<file path="config.mk">
export PLATFORM = sky130hd
export DESIGN_NAME = cache_refill_ctrl
export DESIGN_NICKNAME = d
export VERILOG_FILES = /design/src/rtl/cache_refill_ctrl.sv
export SDC_FILE = /design/constraint.sdc
export NUM_CORES = 1
export LEC_CHECK = 0
export ABC_CLOCK_PERIOD_IN_PS = 20600
export BUFFER_PORTS_ARGS = -buffer_cell sky130_fd_sc_hd__buf_2
export CAP_MARGIN = 20
export CORE_UTILIZATION = 59
export CTS_BUF_LIST = sky130_fd_sc_hd__clkbuf_16
export DETAILED_ROUTE_END_ITERATION = 7
export PLACE_DENSITY = 0.85
export SLEW_MARGIN = 10
export SYNTH_ARGS = -nofsm -noshare
export SYNTH_HDL_FRONTEND = slang
export SYNTH_SLANG_ARGS = --single-unit
export TNS_END_PERCENT = 30
</file>
<file path="constraint.sdc">
create_clock -name clk -period 20.6 [get_ports clk]
set_clock_uncertainty 0.2 [all_clocks]
set_input_delay 4.12 -clock clk [delete_from_list [all_inputs] [get_ports clk]]
set_output_delay 4.12 -clock clk [all_outputs]
set_load 0.005 [all_outputs]
</file>
<file path="src/rtl/cache_refill_ctrl.sv">
// Miss-handling controller between a CPU load port, a direct-mapped block cache
// and a word-wide main memory; hits are served from the cache, misses refill a whole block.
module cache_refill_ctrl #(
  parameter int ADDR_W  = 32,
  parameter int WORD_W  = 32,
  parameter int WORDS   = 4,
  parameter int BLOCK_W = WORDS * WORD_W,
  parameter int CNT_W   = 16
) (
  input  logic               clk,
  input  logic               reset,
  input  logic               cpu_req,
  input  logic [ADDR_W-1:0]  cpu_addr,
  output logic               cpu_ack,
  output logic [WORD_W-1:0]  cpu_data,
  output logic [ADDR_W-1:0]  cache_addr,
  output logic               cache_read,
  output logic [BLOCK_W-1:0] cache_fill,
  input  logic               cache_hit,
  input  logic [WORD_W-1:0]  cache_dout,
  output logic               mem_req,
  output logic [ADDR_W-1:0]  mem_addr,
  input  logic               mem_ack,
  input  logic [WORD_W-1:0]  mem_data,
  output logic               busy,
  output logic [CNT_W-1:0]   hit_count,
  output logic [CNT_W-1:0]   miss_count,
  output logic [2:0]         state_dbg
);

  localparam int OFF_W = $clog2(WORDS);
  localparam int LSB   = OFF_W + 2;

  // Handshakes: cpu_req is held with cpu_addr until the one-cycle cpu_ack pulse;
  // mem_req/mem_addr stay stable until a cycle with mem_ack=1 consumes the word.
  typedef enum logic [2:0] {IDLE, LOOKUP, CHECK, REFILL, FILL, RESPOND} state_t;

  state_t             state;
  logic [OFF_W-1:0]   cnt;
  logic [OFF_W-1:0]   cnt_inc;
  logic [BLOCK_W-1:0] blk_q;
  logic [BLOCK_W-1:0] blk_next;
  logic [WORD_W-1:0]  fill_word;

  assign state_dbg = state;

  // blk_next already holds the word arriving this cycle, so the final ack can
  // write the complete block and pick the CPU word without a cache re-read.
  always_comb begin
    cnt_inc  = cnt + 1'b1;
    blk_next = blk_q;
    blk_next[cnt*WORD_W +: WORD_W] = mem_data;
    fill_word = blk_next[cache_addr[LSB-1:2]*WORD_W +: WORD_W];
  end

  // cache_addr doubles as the latched request address for the whole transaction.
  always_ff @(posedge clk or posedge reset) begin
    if (reset) begin
      state      <= IDLE;
      cnt        <= '0;
      blk_q      <= '0;
      cpu_ack    <= 1'b0;
      cpu_data   <= '0;
      cache_addr <= '0;
      cache_read <= 1'b1;
      cache_fill <= '0;
      mem_req    <= 1'b0;
      mem_addr   <= '0;
      busy       <= 1'b0;
      hit_count  <= '0;
      miss_count <= '0;
    end else begin
      cpu_ack    <= 1'b0;
      cache_read <= 1'b1;
      case (state)
        IDLE: begin
          if (cpu_req) begin
            cache_addr <= cpu_addr;
            busy       <= 1'b1;
            state      <= LOOKUP;
          end
        end
        LOOKUP: state <= CHECK;
        CHECK: begin
          // An unknown hit flag is treated as a miss.
          if (cache_hit === 1'b1) begin
            cpu_data <= cache_dout;
            cpu_ack  <= 1'b1;
            if (hit_count != {CNT_W{1'b1}}) hit_count <= hit_count + 1'b1;
            state    <= RESPOND;
          end else begin
            if (miss_count != {CNT_W{1'b1}}) miss_count <= miss_count + 1'b1;
            cnt      <= '0;
            mem_req  <= 1'b1;
            mem_addr <= {cache_addr[ADDR_W-1:LSB], {OFF_W{1'b0}}, 2'b00};
            state    <= REFILL;
          end
        end
        REFILL: begin
          if (mem_req && mem_ack) begin
            blk_q <= blk_next;
            cnt   <= cnt_inc;
            if (cnt == OFF_W'(WORDS - 1)) begin
              mem_req    <= 1'b0;
              cache_read <= 1'b0;
              cache_fill <= blk_next;
              cpu_data   <= fill_word;
              state      <= FILL;
            end else begin
              mem_addr <= {cache_addr[ADDR_W-1:LSB], cnt_inc, 2'b00};
            end
          end
        end
        FILL: begin
          cpu_ack <= 1'b1;
          state   <= RESPOND;
        end
        RESPOND: begin
          busy  <= 1'b0;
          state <= IDLE;
        end
        default: state <= IDLE;
      endcase
    end
  end

endmodule

</file>
==> impl_metrics.tcl <==
set metrics [dict create \
    fp.dieW_um 175 \
    async_reset_ff_share_pct 100 \
    post-place-ws_ns 12.89 \
    cts_setup_buffers 0 \
    synth_area_leader_cell "dfrtp_1" \
    synth_flop_cell "dfrtp_1" \
    core_um2 29000 \
    wl_um 54200 \
    setup_viol 0 \
    synthesis.area_um2 17600 \
    drv_cap 0 \
    cts_resized 0 \
    p_leak_nw 10.0 \
    min_path_type "reg -> reg" \
    max-slew-margin-rel_pct 23.7 \
    layout.nets 1985 \
    clock-root-buffer "clkbuf_16" \
    grt_pass1_vias 14768 \
    clkTransAtPathRegs_ns 0.06 \
    p_per_area_nw_per_um2 132 \
    finalSetupTns_ns 0 \
    yosysWarnings 0 \
    yosysTopAreaCellShare_pct 55.4 \
    rsz0062_at_grt "false" \
    grt_util_all_layers_pct 35.3 \
    cts_buffers 40 \
    cts.sinks 391 \
    cts_tree "done" \
    final_antenna_net_count 0 \
    criticalPathCategory "in -> reg" \
    grt_first_pass_wirelength_um 84400 \
    htree_levels 2 \
    status "finished clean" \
    worst_pin_slew_ns 1.14 \
    grt_max_degree 187 \
    fmax_mhz 144 \
    antenna_found_initial 4 \
    final_cell_mix "dfrtp_1 (390), buf_2 (361), nand2_1 (159)" \
    routedWlPerCell_um 23.7 \
    areaGrowthSynthToFinish_pct 17.6 \
    min_period_ns 6.93 \
    yosys_register_bits 391 \
    cts_hold_buf 0 \
    worst_slack_ns 13.67 \
    crit_arrival_ns 7.19 \
    synth_edf_count 0 \
    ir_drop_mv 0.0838 \
    hpwl_um 35100 \
    clk_latency_ns 0.53 \
    synthTopCellsByArea "dfrtp_1 (55%), a22o_1 (5.8%), mux2_2 (4.3%)" \
    drv_slew 0 \
    drive_gt1_share_pct 27.9 \
    first_iter_violations 1951 \
    io_buffers 361 \
    hold_viol 0 \
    worstPathMaxFanout 32 \
    drcViolationCount 0 \
    worstPathRequired_ns 20.86 \
    fp.dieH_um 175 \
    seq_area_frac_synth_pct 55.6 \
    io_pins 364 \
    fp-row-count 62 \
    initial_core_util_pct 60.7 \
    period_share_pct 33.6 \
    synth_cell_types 71 \
    via_per_inst 6.63 \
    vias 15165 \
    dieArea_um2 30500 \
    synth_cells 1612 \
    endpoint_kind "register" \
    avgSynthCellArea_um2 10.9 \
    final_common_cell "dfrtp_1" \
    grt_overflow 0 \
    clockBufferDepth 3 \
    gp_congestion 0.889 \
    dr.pass1.iters 6 \
    critPathLaunchType "input pin" \
]
-- cells by family after synthesis --
group	Yosys count	share of synthesized area, %
mux	69	4.43
flops	391	55.6
fa+ha+maj	8	0.568
simple gates	366	11.0
compound gates	576	23.1
buf+inv	179	4.20
xor+xnor	22	1.09
other cells	1	0.0213
-- final cells by class --
type	instances	area, um2
multi-input cells	1043	7140
inverters	11	48.8
diodes	3	7.51
clock inverters	26	159
repair buffers	389	2050
fillers	2092	8310
flip-flops and latches	391	9790
well taps	384	480
clock buffers	41	1030
-- path summary, 6_finish.rpt --
| path | cells past startpoint | start | slack [ns] | to |
|---|---|---|---|---|
| max reg2reg | 6 | cnt[0] | 16.49 | blk_q[51] |
| min | 2 | blk_q[121] | 0.28 | blk_q[121] |
| max in group asynchronous | 3 | reset | 15.11 | cache_fill[73] |
| max | 5 | mem_ack | 13.67 | blk_q[0] |
| min reg2reg | 2 | blk_q[121] | 0.28 | blk_q[121] |
| min in group asynchronous | 2 | reset | 3.55 | cpu_ack |
-- stage by stage --
step / utilization (%) / hold slack (ns) / instances / total power, mW / cell area (um2)
final: 71.4 / 0.275 / 2288 / 2.73 / 20700
after global routing: 71.4 / 0.291 / 2288 / 2.85 / 20700
after CTS: 71.2 / 0.277 / 2283 / 2.71 / 20700
after detailed placement: 67.1 / 0.264 / 2216 / 2.03 / 19500
after global placement: 67.1 / 0.255 / 2216 / 1.99 / 19500
after floorplan: - / 0.242 / 1613 / 1.65 / 17600
-- report_power, final --
group / total (mW) / switching, mW / internal (mW)
combinational: 0.942 / 0.561 / 0.381
clock: 0.680 / 0.298 / 0.383
sequential: 1.11 / 0.146 / 0.961
total: 2.73 / 1.01 / 1.72
-- cells in the mapped netlist, types with 8 or more instances --
master and n:
mux2_2 67, nor3b_1 14, inv_1 10, a21oi_1 39, ha_1 8, nand2_1 160, a221oi_1 20, xor2_1 10
a22o_1 117, clkbuf_1 115, dfrtp_1 390, a22oi_1 43, and3_1 13, a221o_1 15, nor2_1 33, nand3_1 14
a311oi_1 22, a211o_1 24, a21o_1 13, xnor2_1 12, buf_2 24, nand4_1 11, a31oi_1 74, o21ai_1 13
a32oi_1 20, nor2b_1 74, o21ai_0 145, buf_1 23
-- flip-flops by register name, indices dropped and copies added, names as in the netlist --
register    flops
cache_read      1
mem_addr       30
busy            1
cache_fill    128
cpu_data       32
hit_count      16
cnt             2
blk_q         128
cpu_ack         1
state_dbg       3
cache_addr     32
miss_count     16
mem_req         1
-- per-layer routing --
layer | vias to the layer above | share of wire (%) | global-route usage, %
li1 | 6496 | - | -
met1 | 7405 | 39 | 48.7
met2 | 1084 | 46 | 53.9
met3 | 178 | 12 | 8.49
met4 | 2 | 3.9 | 14.3
met5 | - | 0.024 | 0
-- worst max-delay path: stages --
cell     delay (ns)
buf_2          0.10
and4b_1        0.81
nand2_1        0.82
nor2_2         1.06
a22o_1         0.26
No activity file was read; power rests on OpenSTA's default activity.
